`src/rtl/key_event_uart_tx_pkg.sv`:
```
// Shared definitions for the key-event UART transmitter: event byte layout,
// transmitter state encoding and the event byte builder.
package key_event_uart_tx_pkg;

   localparam int EV_STATE_BIT = 7;
   localparam int EV_IDX_MSB   = 3;

   typedef enum logic [1:0] {
      TX_IDLE  = 2'd0,
      TX_START = 2'd1,
      TX_DATA  = 2'd2,
      TX_STOP  = 2'd3
   } tx_state_t;

   // Event byte: bit7 = 1 press / 0 release, bits 6:4 zero, bits 3:0 key index.
   function automatic logic [7:0] make_event(input logic state, input logic [EV_IDX_MSB:0] idx);
      logic [7:0] ev;
      ev                 = '0;
      ev[EV_STATE_BIT]   = state;
      ev[EV_IDX_MSB:0]   = idx;
      return ev;
   endfunction

endpackage

```
`src/rtl/uart_tx_8n1.sv`:
```
// 8N1 UART transmitter with a valid/ready byte interface; accepts the next byte
// during the last stop-bit cycle so consecutive frames have no idle gap.
module uart_tx_8n1
   import key_event_uart_tx_pkg::*;
#(
   parameter int bit_clks = 434
) (
   input  logic       clk,
   input  logic       rst,
   input  logic [7:0] data,
   input  logic       valid,
   output logic       ready,
   output logic       txd,
   output logic       active
);

   localparam int            CW   = (bit_clks > 1) ? $clog2(bit_clks) : 1;
   localparam logic [CW-1:0] LAST = CW'(bit_clks - 1);

   tx_state_t     state;
   logic [CW-1:0] cnt;
   logic [2:0]    bit_idx;
   logic [7:0]    shift;
   logic          bit_done;

   assign bit_done = (cnt == LAST);
   assign ready    = (state == TX_IDLE) || ((state == TX_STOP) && bit_done);
   assign active   = (state != TX_IDLE);

   // NOTE: every register here is state, so non-blocking assignments only;
   // txd is registered so the line never glitches on state decode.
   always_ff @(posedge clk or posedge rst) begin
      if (rst) begin
         state   <= TX_IDLE;
         cnt     <= '0;
         bit_idx <= '0;
         shift   <= '0;
         txd     <= 1'b1;
      end else begin
         case (state)
            TX_IDLE: begin
               if (valid) begin
                  shift <= data;
                  cnt   <= '0;
                  txd   <= 1'b0;
                  state <= TX_START;
               end
            end
            TX_START: begin
               if (bit_done) begin
                  cnt     <= '0;
                  bit_idx <= '0;
                  txd     <= shift[0];
                  state   <= TX_DATA;
               end else begin
                  cnt <= cnt + 1'b1;
               end
            end
            TX_DATA: begin
               if (bit_done) begin
                  cnt <= '0;
                  if (bit_idx == 3'd7) begin
                     txd   <= 1'b1;
                     state <= TX_STOP;
                  end else begin
                     bit_idx <= bit_idx + 3'd1;
                     shift   <= {1'b0, shift[7:1]};
                     txd     <= shift[1];
                  end
               end else begin
                  cnt <= cnt + 1'b1;
               end
            end
            TX_STOP: begin
               if (bit_done) begin
                  cnt <= '0;
                  if (valid) begin
                     shift <= data;
                     txd   <= 1'b0;
                     state <= TX_START;
                  end else begin
                     state <= TX_IDLE;
                  end
               end else begin
                  cnt <= cnt + 1'b1;
               end
            end
            default: state <= TX_IDLE;
         endcase
      end
   end

endmodule

```
`src/rtl/key_event_uart_tx.sv`:
```
// Debounces key inputs and reports every press/release as one 8N1 UART byte,
// buffering simultaneous changes through pending flags and an event FIFO.
module key_event_uart_tx
   import key_event_uart_tx_pkg::*;
#(
   parameter int clk_freq       = 50000000,
   parameter int uart_baud_rate = 115200,
   parameter int num_keys       = 13,
   parameter int debounce_clks  = 50000,
   parameter int fifo_depth     = 8
) (
   input  logic                clk,
   input  logic                rst,
   input  logic [num_keys-1:0] keys_in,
   output logic [num_keys-1:0] key_state,
   output logic                uart_txd,
   output logic                busy,
   output logic                overflow
);

   localparam int             BITCLKS = clk_freq / uart_baud_rate;
   localparam int             DW      = (debounce_clks > 1) ? $clog2(debounce_clks) : 1;
   localparam logic [DW-1:0]  DB_LAST = DW'(debounce_clks - 1);
   localparam int             AW      = (fifo_depth > 1) ? $clog2(fifo_depth) : 1;
   localparam int             CNTW    = AW + 1;
   localparam logic [CNTW-1:0] FIFO_FULL = CNTW'(fifo_depth);

   // ---------------- synchronizer and debouncer ----------------
   logic [num_keys-1:0] sync1, sync2, accept;
   logic [DW-1:0]       db_cnt [num_keys];

   always_comb begin
      accept = '0;
      for (int i = 0; i < num_keys; i++)
         accept[i] = (sync2[i] != key_state[i]) && (db_cnt[i] == DB_LAST);
   end

   always_ff @(posedge clk or posedge rst) begin
      if (rst) begin
         sync1     <= '0;
         sync2     <= '0;
         key_state <= '0;
         for (int i = 0; i < num_keys; i++) db_cnt[i] <= '0;
      end else begin
         sync1     <= keys_in;
         sync2     <= sync1;
         key_state <= key_state ^ accept;
         for (int i = 0; i < num_keys; i++) begin
            if ((sync2[i] == key_state[i]) || accept[i]) db_cnt[i] <= '0;
            else                                         db_cnt[i] <= db_cnt[i] + 1'b1;
         end
      end
   end

   // ---------------- pending flags and lowest-index arbiter ----------------
   logic [num_keys-1:0] pending, grant, served;
   logic                found, grant_state, push, pop;
   logic [3:0]          grant_idx;
   logic [7:0]          push_data;
   logic                fifo_full, fifo_valid;

   // NOTE: every variable gets a default before the loop, so no latch is inferred.
   always_comb begin
      found       = 1'b0;
      grant       = '0;
      grant_idx   = '0;
      grant_state = 1'b0;
      for (int i = 0; i < num_keys; i++) begin
         if (pending[i] && !found) begin
            found       = 1'b1;
            grant[i]    = 1'b1;
            grant_idx   = 4'(i);
            grant_state = key_state[i];
         end
      end
   end

   assign push      = found && !fifo_full;
   assign served    = push ? grant : '0;
   assign push_data = make_event(grant_state, grant_idx);

   // A change on a key being pushed this cycle re-arms its flag after the push.
   always_ff @(posedge clk or posedge rst) begin
      if (rst) begin
         pending  <= '0;
         overflow <= 1'b0;
      end else begin
         pending <= (pending & ~served) | accept;
         if (|(accept & pending & ~served)) overflow <= 1'b1;
      end
   end

   // ---------------- event FIFO ----------------
   logic [7:0]      mem [fifo_depth];
   logic [AW-1:0]   wr_ptr, rd_ptr;
   logic [CNTW-1:0] count;
   logic            tx_ready, tx_active;

   assign fifo_full  = (count == FIFO_FULL);
   assign fifo_valid = (count != '0);
   assign pop        = fifo_valid && tx_ready;

   // NOTE: the storage array is not reset; count guarantees no stale entry is read.
   always_ff @(posedge clk) begin
      if (push) mem[wr_ptr] <= push_data;
   end

   always_ff @(posedge clk or posedge rst) begin
      if (rst) begin
         wr_ptr <= '0;
         rd_ptr <= '0;
         count  <= '0;
      end else begin
         if (push) wr_ptr <= wr_ptr + 1'b1;
         if (pop)  rd_ptr <= rd_ptr + 1'b1;
         case ({push, pop})
            2'b10:   count <= count + 1'b1;
            2'b01:   count <= count - 1'b1;
            default: ;
         endcase
      end
   end

   // ---------------- transmitter ----------------
   uart_tx_8n1 #(
      .bit_clks (BITCLKS)
   ) u_tx (
      .clk    (clk),
      .rst    (rst),
      .data   (mem[rd_ptr]),
      .valid  (fifo_valid),
      .ready  (tx_ready),
      .txd    (uart_txd),
      .active (tx_active)
   );

   assign busy = tx_active | fifo_valid;

endmodule

```
`config.mk`:
```
export PLATFORM = sky130hd
export DESIGN_NAME = key_event_uart_tx
export DESIGN_NICKNAME = d
export VERILOG_FILES = /design/src/rtl/key_event_uart_tx_pkg.sv /design/src/rtl/uart_tx_8n1.sv /design/src/rtl/key_event_uart_tx.sv
export SDC_FILE = /design/constraint.sdc
export NUM_CORES = 1
export LEC_CHECK = 0
export CAP_MARGIN = 20
export CELL_PAD_IN_SITES_DETAIL_PLACEMENT = 2
export CELL_PAD_IN_SITES_GLOBAL_PLACEMENT = 2
export CORE_ASPECT_RATIO = 0.8
export CORE_MARGIN = 3
export CORE_UTILIZATION = 45
export DETAILED_ROUTE_END_ITERATION = 7
export PLACE_DENSITY_LB_ADDON = 0.1
export SLEW_MARGIN = 20
export SYNTH_ARGS = -nofsm -noshare
export SYNTH_HDL_FRONTEND = slang
export SYNTH_SLANG_ARGS = --single-unit
```
`constraint.sdc`:
```
create_clock -name clk -period 26.9 [get_ports clk]
set_clock_uncertainty 0.1 [all_clocks]
set_input_delay 8.07 -clock clk [delete_from_list [all_inputs] [get_ports clk]]
set_output_delay 8.07 -clock clk [all_outputs]
set_load 0.01 [all_outputs]
```
==> key figures, run 1 <==
Critical path
  – Req. time, crit path: 18.73 ns
  – Critical path arrival: 2.81 ns
  – Crit end category: output pin
  – Critical-path maximum fanout: 11
  – Worst path max stage delay: 0.62 ns
  – Most used cell, CP: inv_1
  – Critical Path, Cell by Cell: nor4_1 > inv_1 > nor2_1 > inv_1 > clkdlybuf4s50_1
  – Crit Path Class: flip-flop to output pin
  – CP Launch Type: flip-flop
  – CP max stage cell: nor4_1

Synth
  – Largest family of logic cells by synthesized area: simple AND/OR/NAND/NOR gates
  – Synth Area in Adders: 0.02314
  – Synthesis Warnings: 0
  – Synth cell types: 63
  – Post-Syn Area: 0.01547 sq mm
  – Post-synth EDFFs: 40
  – Synth area leader: dfrtp_1
  – Top FF cell, synth: dfrtp_1
  – Post-Syn Nets: 1488
  – Area contributors post-synth: dfrtp_1 47%, edfxtp_1 7.8%, xnor2_1 6.6%
  – Register area share after synthesis: 0.5534
  – Post-synthesis compound-gate area fraction: 0.04061
  – Cells after Synth: 1445
  – Post-synthesis xor/xnor area fraction: 0.1138
  – Mux share of post-synthesis cell area: 0.03762
  – Post-synth top area share: 0.4740
  – Post-Synth Simple-Gate Area: 0.2090
  – Syn Area/Cell: 10.70 sq um
  – Async S/R FF share, synth: 0.8802
  – FF+latch count, synth: 334

Routing
  – Drt total wl: 41630 um
  – Vias per cell: 5.593
  – Per-cell routed wire length: 21.33 um
  – Initial DRC count: 602
  – Pre-antenna DRT Iters: 4
  – Post-route ant nets: 0
  – Number of remaining DRC errors: 0
  – Via count: 10.92k

CTS
  – Cts bufs inserted: 38
  – Post-CTS Resized: 0
  – Deepest clock path buffer count: 3
  – Postcts setup bufs: 0
  – Post-cts hold buffer count: 0
  – Clk pin slew, worst setup/hold paths: 0.06 ns
  – H-Tree Depth: 2
  – CTS root buffer: clkbuf_16
  – Number of clock sinks: 334
  – Clock Latency Late Sink: 0.53 ns
  – CTS tree: yes

Timing
  – Fmax: 0.09108 GHz
  – Hold Fails Final Rpt: 0
  – Slew Limit Headroom: 0.2714
  – Final setup fails: 0
  – Worst Tran Pin Value: 1.085 ns
  – Post-route setup TNS: 0 ns
  – Final Cycle Share: 0.4082
  – RSZ-0062 raised after global routing: no
  – Fin. max-slew vios: 0
  – Fin crit period: 10.98 ns
  – Setup ws final: 15.92 ns

Floorplan
  – Die Wd: 213.3 um
  – I/O pin count: 31
  – Die H: 171.8 um
  – Core Box Area: 0.03378 sq mm
  – Die area: 0.03665 sq mm
  – Initial core utilization: 0.4579
  – FP Rows: 60

Layout
  – Synth-to-layout area growth: 13.28%
  – Share of cells above drive strength 1: 0.07378
  – N_diodes: 0
  – Nets: 1534
  – Reg area: 0.008559 sq mm
  – Fin area: 0.01752 sq mm
  – Multi-input gate area: 0.006585 sq mm
  – Layout Utilization: 0.5187
  – Filler instances: 3369

Global route
  – M1 GR Usage: 0.3225
  – Busiest grt layer: met2
  – Total gr overflow: 0
  – First-pass GRT wire length: 68860 um
  – Largest net degree at the start of global routing: 92
  – Met3 Usage GRT: 0.03884
  – Global Route Usage Sum: 0.2363
  – Grt met2 use: 0.3983
  – Vias in the first global route: 12.33k
  – Initial antenna violation count: 0

Pwr
  – Worst-case vdd ir drop: 51.33 uV
  – Total Power: 0.001083 W
  – Leak pwr: 7.245 nW
  – P per Cell Area: 61.79 mW/mm^2

Placed design
  – RD Place Congestion: 0.7448
  – Hpwl dp: 27800 um
  – Port bufs: 30
  – Post-place setup slack: 16.45 ns
  – Placed cell area: 0.01623 sq mm

Outcome
  – Run status: finished, final reports clean

Worst hold path
  – Hold WC Path Type: flip-flop to flip-flop

Run
  – Max_cap viols: 0
-- Yosys cell counts (15+ instances only) --
master / number
nor4bb_1: 18
nor3_1: 43
nand3_1: 97
nor2_1: 256
ha_1: 27
mux2_2: 21
inv_1: 56
xor2_1: 84
clkbuf_1: 21
xnor2_1: 117
o21ai_0: 37
a21oi_1: 15
nand2_1: 88
nand4_1: 28
and3_1: 47
edfxtp_1: 40
dfrtp_1: 293
nor4_1: 18
-- path summary, 6_finish.rpt --
check	start	to	slack, ns	cells after the start
worst max-delay path	count[2]$_DFFE_PP0P_	busy	15.92	5
worst min-delay path	sync1[12]$_DFF_PP0_	sync2[12]$_DFF_PP0_	0.24	0
worst max register to register	pending[1]$_DFF_PP0_	count[3]$_DFFE_PP0P_	23.35	11
worst min register to register	sync1[12]$_DFF_PP0_	sync2[12]$_DFF_PP0_	0.24	0
max in group asynchronous	rst	sync2[1]$_DFF_PP0_	17.33	3
min in group asynchronous	rst	db_cnt[46]$_DFF_PP0_	7.96	2
-- routing by layer --
layer,share of wire,vias up
met3,0.035,64
li1,-,5084
met1,0.46,5650
met2,0.49,120
met4,0.019,0
met5,0,-
-- cell usage in the layout (no fill, tap or decap), types with 12 or more instances in the layout --
cell type	count
nor2_1	256
edfxtp_1	40
dfrtp_1	293
nand2_1	88
clkdlybuf4s50_1	30
nor3_1	43
inv_1	55
mux2i_1	12
ha_1	27
nor4bb_1	18
o21ai_0	37
xnor2_1	117
nand4_1	28
and3_1	47
a21oi_1	15
or3_1	12
mux2_2	21
nor4_1	18
clkbuf_16	41
nand3_1	97
xor2_1	84
nor4b_1	12
-- kinds of logic (layout without fill, tap and decap cells) --
group,after synthesis,count (layout)
XOR/XNOR,201,201
buffers and inverters,85,158
multiplexers,43,43
AO/OA/AOI/OAI,97,97
flip-flops,334,334
adder cells (fa/ha/maj),28,28
AND/OR/NAND/NOR,657,657
-- stage by stage --
stage | hold slack (ns) | std cells
2_1_floorplan | 0.2312 | 1445
3_3_place_gp | 0.2328 | 1885
3_5_place_dp | 0.2364 | 1885
4_1_cts | 0.2442 | 1952
5_1_grt | 0.2527 | 1952
6_report | 0.2398 | 1952
-- report_power, final --
part	internal, W	total (W)	switching [W]
clock network	0.000324	0.000532	0.000209
logic	0.00000775	0.0000277	0.0000199
registers	0.000517	0.000523	0.00000628
-- final cells by class --
class,count,area share
repair buffers,35,0.01928
well taps,434,0.03099
flip-flops and latches,334,0.4885
clock inverters,6,0.004427
multi-input cells,1026,0.3758
clock buffers,61,0.06855
inverters,56,0.01243
-- registers in the layout, summed over array words and instances, names as in the netlist, 4 cells and up, named ones only --
register / count
count: 4
u_tx.shift: 8
sync1: 13
pending: 13
mem: 40
u_tx.cnt: 9
db_cnt: 208
sync2: 13
-- critical path: cells and delay by family, from the launching register on --
kind | cells | cell delay (ns)
buf+inv | 3 | 0.96
flops | 1 | 0.45
simple gates | 2 | 0.88
Note: power is estimated with default switching activity, not from simulation.
==> run 2: changes to the inputs <==
--- a/config.mk
+++ b/config.mk
@@ -10,7 +10,7 @@
 export CELL_PAD_IN_SITES_GLOBAL_PLACEMENT = 2
 export CORE_ASPECT_RATIO = 0.8
 export CORE_MARGIN = 3
-export CORE_UTILIZATION = 45
+export CORE_UTILIZATION = 38
 export DETAILED_ROUTE_END_ITERATION = 7
 export PLACE_DENSITY_LB_ADDON = 0.1
 export SLEW_MARGIN = 20
==> constraint.sdc (replaced) <==
create_clock -name clk -period 9.5 [get_ports clk]
set_clock_uncertainty 0.1 [all_clocks]
set_input_delay 2.85 -clock clk [delete_from_list [all_inputs] [get_ports clk]]
set_output_delay 2.85 -clock clk [all_outputs]
set_load 0.01 [all_outputs]
==> run 2 against run 1 <==
Net effect:
- sequential share of layout area fell by 0.64 points
- design area rose by 1.3%
- critical path depth unchanged
- non-clock buffer count is 1 higher
- highest routed layer unchanged
- final cell count is 5.5% higher
- via count down 1.1%
- hold slack improved by 0.0076 ns
- critical path type unchanged
- critical endpoint unchanged
==> key figures, run 2 (synthesized netlist as in run 1, its figures left out) <==
Layout
  – Highest-count cells in the layout ignoring fill and taps: 293 x dfrtp_1, 256 x nor2_1, 117 x xnor2_1
  – Fin area: 0.01775 sq mm
  – Most common cell after layout, fill and taps aside: dfrtp_1
  – N_diodes: 0
  – Layout Utilization: 0.4464
  – Top reg by flops: db_cnt
  – Nets: 1537
  – Synth-to-layout area growth: 14.78%
  – Max reg flops: 208
  – Share of cells above drive strength 1: 0.07940
  – Top flop regs: db_cnt: 208 flops, mem: 40 flops

Worst hold path
  – Hold path depth: 0
  – Hold_sp: sync1[7]$_DFF_PP0_
  – Sink of the worst hold path: sync2[7]$_DFF_PP0_
  – Hold WC Path Type: flip-flop to flip-flop

Routing
  – Post-route ant nets: 0
  – Vias per cell: 5.240
  – Per-cell routed wire length: 18.40 um
  – Drt total wl: 37910 um
  – Number of remaining DRC errors: 0
  – Via count: 10.79k
  – Initial DRC count: 515
  – Pre-antenna DRT Iters: 6

CTS
  – Number of clock sinks: 334
  – Postcts setup bufs: 0
  – Post-cts hold buffer count: 0
  – Clock Latency Late Sink: 0.53 ns
  – Deepest clock path buffer count: 3
  – CTS root buffer: clkbuf_16
  – CTS tree: yes
  – H-Tree Depth: 2
  – Cts bufs inserted: 40
  – Post-CTS Resized: 0
  – Clk pin slew, worst setup/hold paths: 0.06 ns

Critical path
  – Crit Path Class: flip-flop to output pin
  – Req. time, crit path: 6.55 ns
  – CP Launch Type: flip-flop
  – Critical-path maximum fanout: 11
  – Critical path arrival: 2.67 ns
  – Flop-to-flop setup slack: 6.09 ns
  – Crit end category: output pin
  – R2R Path Start: pending[1]$_DFF_PP0_
  – Worst R2R End: count[3]$_DFFE_PP0P_
  – Worst R2R Path Depth: 11

Global route
  – Global Route Usage Sum: 0.1818
  – Total gr overflow: 0
  – Largest net degree at the start of global routing: 72
  – Initial antenna violation count: 0
  – First-pass GRT wire length: 64940 um
  – Vias in the first global route: 11.99k

Timing
  – RSZ-0062 raised after global routing: no
  – Hold Fails Final Rpt: 0
  – Fmax: 0.1780 GHz
  – Fin crit period: 5.618 ns
  – Slew Limit Headroom: 0.3894
  – Worst Tran Pin Value: 0.9159 ns
  – Fin. max-slew vios: 0
  – Post-route setup TNS: 0 ns
  – Final Cycle Share: 0.5913
  – Final setup fails: 0

Floorplan
  – Die area: 0.04318 sq mm
  – Die Wd: 231.6 um
  – Core Box Area: 0.03977 sq mm
  – Die H: 186.5 um
  – FP Rows: 65
  – I/O pin count: 31
  – Initial core utilization: 0.3889

Pwr
  – Leak pwr: 7.292 nW
  – Total Power: 0.003151 W
  – P per Cell Area: 177.5 mW/mm^2
  – Worst-case vdd ir drop: 110.1 uV

Placed design
  – Hpwl dp: 26050 um
  – Port bufs: 30
  – Placed cell area: 0.01636 sq mm
  – RD Place Congestion: 0.7604

Run
  – Max_cap viols: 0

Outcome
  – Run status: finished, final reports clean
run 2: worst max path at each step:
stage | start | slack (ns) | depth (start not counted) | to
detailed placement | count[2]$_DFFE_PP0P_ | 4.39 | 5 | busy
floorplan | rst | 2.65 | 1 | async pin
finish | count[2]$_DFFE_PP0P_ | 3.88 | 5 | busy
global placement | count[2]$_DFFE_PP0P_ | 4.44 | 5 | busy
CTS | count[2]$_DFFE_PP0P_ | 3.81 | 5 | busy
global route | count[2]$_DFFE_PP0P_ | 3.65 | 5 | busy
run 2: through the flow:
stage          std cells  setup WS, ns  hold slack [ns]
6_report            2060         3.882           0.2474
5_1_grt             2060         3.651           0.2537
4_1_cts             2060         3.809           0.2512
3_5_place_dp        1988         4.389           0.2379
3_3_place_gp        1988         4.443           0.2326
2_1_floorplan       1445         2.648           0.2312
run 2: final cells by class:
type | count | area, sq um
Fill cell | 4051 | 22020
Clock inverter | 16 | 206.4
Multi-Input combinational cell | 1026 | 6585
Timing Repair Buffer | 36 | 345.3
Tap cell | 536 | 670.6
Clock buffer | 56 | 1172
Sequential cell | 334 | 8559
Inverter | 56 | 214.0
run 2: power by group:
group          internal, W  switching (W)   total, W
clock network     0.000994       0.000601    0.00160
logic            0.0000218      0.0000539  0.0000757
registers          0.00146      0.0000169    0.00148
run 2: worst max-delay path, cell delays in order (launching register included):
cell and delay [ns]:
dfrtp_1 0.44, nor4_1 0.54, inv_1 0.14, nor2_1 0.25
inv_1 0.24, clkdlybuf4s50_1 0.53
run 2: layer usage:
metal	share of wire	vias up	GRT usage
met5	0	-	0
met4	0.017	0	0.04097
met3	0.028	44	0.02915
met2	0.46	99	0.2867
met1	0.50	5557	0.2647
li1	-	5094	-
==> run 3: changes to the inputs <==
--- a/config.mk
+++ b/config.mk
@@ -10,7 +10,7 @@
 export CELL_PAD_IN_SITES_GLOBAL_PLACEMENT = 2
 export CORE_ASPECT_RATIO = 0.8
 export CORE_MARGIN = 3
-export CORE_UTILIZATION = 38
+export CORE_UTILIZATION = 42
 export DETAILED_ROUTE_END_ITERATION = 7
 export PLACE_DENSITY_LB_ADDON = 0.1
 export SLEW_MARGIN = 20
==> constraint.sdc (replaced) <==
create_clock -name clk -period 5.5 [get_ports clk]
set_clock_uncertainty 0.1 [all_clocks]
set_input_delay 1.65 -clock clk [delete_from_list [all_inputs] [get_ports clk]]
set_output_delay 1.65 -clock clk [all_outputs]
set_load 0.01 [all_outputs]
==> run 3 against run 2 <==
Net effect:
- die area decreased by 9.3%
- clock-buffer cell count fell by 1
- register-to-register slack got worse by 4.0 ns
- via count grew 0.41%
- largest cell class unchanged
- critical endpoint unchanged
- setup slack got worse by 2.9 ns
- hold slack gained 0.0012 ns
- final cell count decreased by 3.1%
==> key figures, run 3 (synthesized netlist as in run 1, its figures left out) <==
Outcome
  – Run status: finished, final reports clean

Floorplan
  – FP Rows: 62
  – I/O pin count: 31
  – Die Wd: 220.6 um
  – Core Box Area: 0.03607 sq mm
  – Initial core utilization: 0.4288
  – Die area: 0.03918 sq mm
  – Die H: 177.6 um

Critical path
  – Worst R2R End: count[3]$_DFFE_PP0P_
  – Critical-path maximum fanout: 11
  – Req. time, crit path: 3.75 ns
  – R2R Path Start: pending[1]$_DFF_PP0_
  – Crit end category: output pin
  – Crit Path Class: flip-flop to output pin
  – CP startpoint: count[2]$_DFFE_PP0P_
  – CP Launch Type: flip-flop
  – Flop-to-flop setup slack: 2.12 ns
  – Worst R2R Path Depth: 11
  – Critical path arrival: 2.75 ns

Pwr
  – Switching share of power: 0.2222
  – Sw power: 0.001146 W
  – Combinational Power Share: 0.026
  – Internal power: 0.004011 W
  – Clock power frac: 0.478
  – Leak pwr: 7.200 nW
  – Sequential share of power: 0.496
  – Worst-case vdd ir drop: 191.8 uV
  – P per Cell Area: 294.4 mW/mm^2

Worst hold path
  – Sink of the worst hold path: sync2[7]$_DFF_PP0_
  – Hold path depth: 0
  – Hold_sp: sync1[7]$_DFF_PP0_
  – Hold WC Path Type: flip-flop to flip-flop

CTS
  – CTS root buffer: clkbuf_16
  – CTS tree: yes
  – Clock Latency Late Sink: 0.54 ns
  – Number of clock sinks: 334
  – Cts bufs inserted: 38
  – H-Tree Depth: 2
  – Postcts setup bufs: 0
  – Post-CTS Resized: 0
  – Post-cts hold buffer count: 0
  – Clk pin slew, worst setup/hold paths: 0.06 ns
  – Deepest clock path buffer count: 3

Placed design
  – Hpwl dp: 26240 um
  – Port bufs: 30
  – Cell count after placement: 1930
  – RD Place Congestion: 0.7815

Layout
  – Synth-to-layout area growth: 13.23%
  – Max reg flops: 208
  – Most common cell after layout, fill and taps aside: dfrtp_1
  – Nets: 1533
  – Reg area: 0.008559 sq mm
  – Filler instances: 3661
  – N_diodes: 0
  – Multi-input gate area: 0.006590 sq mm
  – Layout Utilization: 0.4855
  – Top flop regs: db_cnt: 208 flops, mem: 40 flops
  – Share of cells above drive strength 1: 0.07185
  – Final Non-Filler Cells: 1997
  – Top reg by flops: db_cnt
  – Highest-count cells in the layout ignoring fill and taps: 293 x dfrtp_1, 256 x nor2_1, 117 x xnor2_1

Global route
  – Total gr overflow: 0
  – First-pass GRT wire length: 65720 um
  – Vias in the first global route: 12.15k
  – Initial antenna violation count: 0
  – Global Route Usage Sum: 0.2074
  – Largest net degree at the start of global routing: 98

Timing
  – Hold Fails Final Rpt: 0
  – RSZ-0062 raised after global routing: no
  – Fin Hold WS: 0.2487 ns
  – Slew Limit Headroom: 0.2653
  – Fin crit period: 4.500 ns
  – Final setup fails: 0
  – Final Cycle Share: 0.8181
  – Fin. max-slew vios: 0
  – Post-route setup TNS: 0 ns
  – Worst Tran Pin Value: 1.097 ns
  – Fmax: 0.2222 GHz

Routing
  – Via count: 10.84k
  – Post-route ant nets: 0
  – Number of remaining DRC errors: 0
  – Per-cell routed wire length: 19.61 um
  – Initial DRC count: 581
  – Vias per cell: 5.427
  – Drt total wl: 39170 um
  – Pre-antenna DRT Iters: 7

Run
  – Max_cap viols: 0
-- run 3: cell types whose count changed in the layout (fill, tap and decap cells not counted), sizes merged --
cell	previous run	this run
bufinv	5	1
buf	6	4
clkbuf	56	55
-- run 3: worst max path at each step --
stage | endpoint | slack [ns] | depth (start not counted)
global route | busy | 0.67 | 5
detailed placement | busy | 1.54 | 5
finish | busy | 1.00 | 5
CTS | busy | 0.96 | 5
floorplan | async pin | -0.15 | 1
global placement | busy | 1.69 | 5
-- run 3: power by group through the flow --
stage / Sequential (W) / Clock (W) / Combinational [W]
finish: 0.00256 / 0.00247 / 0.000135
global route: 0.00256 / 0.00264 / 0.000158
CTS: 0.00256 / 0.00254 / 0.000143
detailed placement: 0.00260 / 0 / 0.000140
global placement: 0.00260 / 0 / 0.000134
floorplan: 0.00259 / 0 / 0.0000903
-- run 3: final cells by class --
class / instances / share of cell area
timing repair buffer: 34 / 0.02029
clock inverter: 12 / 0.004858
tap: 480 / 0.03429
multi-input combinational: 1026 / 0.3763
inverter: 56 / 0.01222
sequential: 334 / 0.4887
clock buffer: 55 / 0.06330
-- run 3: metrics by stage --
step / setup slack [ns] / total power, W / instance area [sq um]
2_1_floorplan: -0.1523 / 0.002683 / 15470
3_3_place_gp: 1.695 / 0.002732 / 16300
3_5_place_dp: 1.540 / 0.002740 / 16300
4_1_cts: 0.9553 / 0.005235 / 17490
5_1_grt: 0.6672 / 0.005361 / 17510
6_report: 1.000 / 0.005156 / 17510
-- run 3: metal layers --
metal	routed length, um	share of wire	track usage
met1	18620	0.48	0.2882
met2	18730	0.48	0.3447
met3	1119	0.029	0.03064
met4	705	0.018	0.04983
met5	0	0	0
-- run 3: worst max-delay path, stage by stage, from the launching register on --
cell             delay, ns
dfrtp_1               0.44
nor4_1                0.56
inv_1                 0.16
nor2_1                0.27
inv_1                 0.24
clkdlybuf4s50_1       0.53
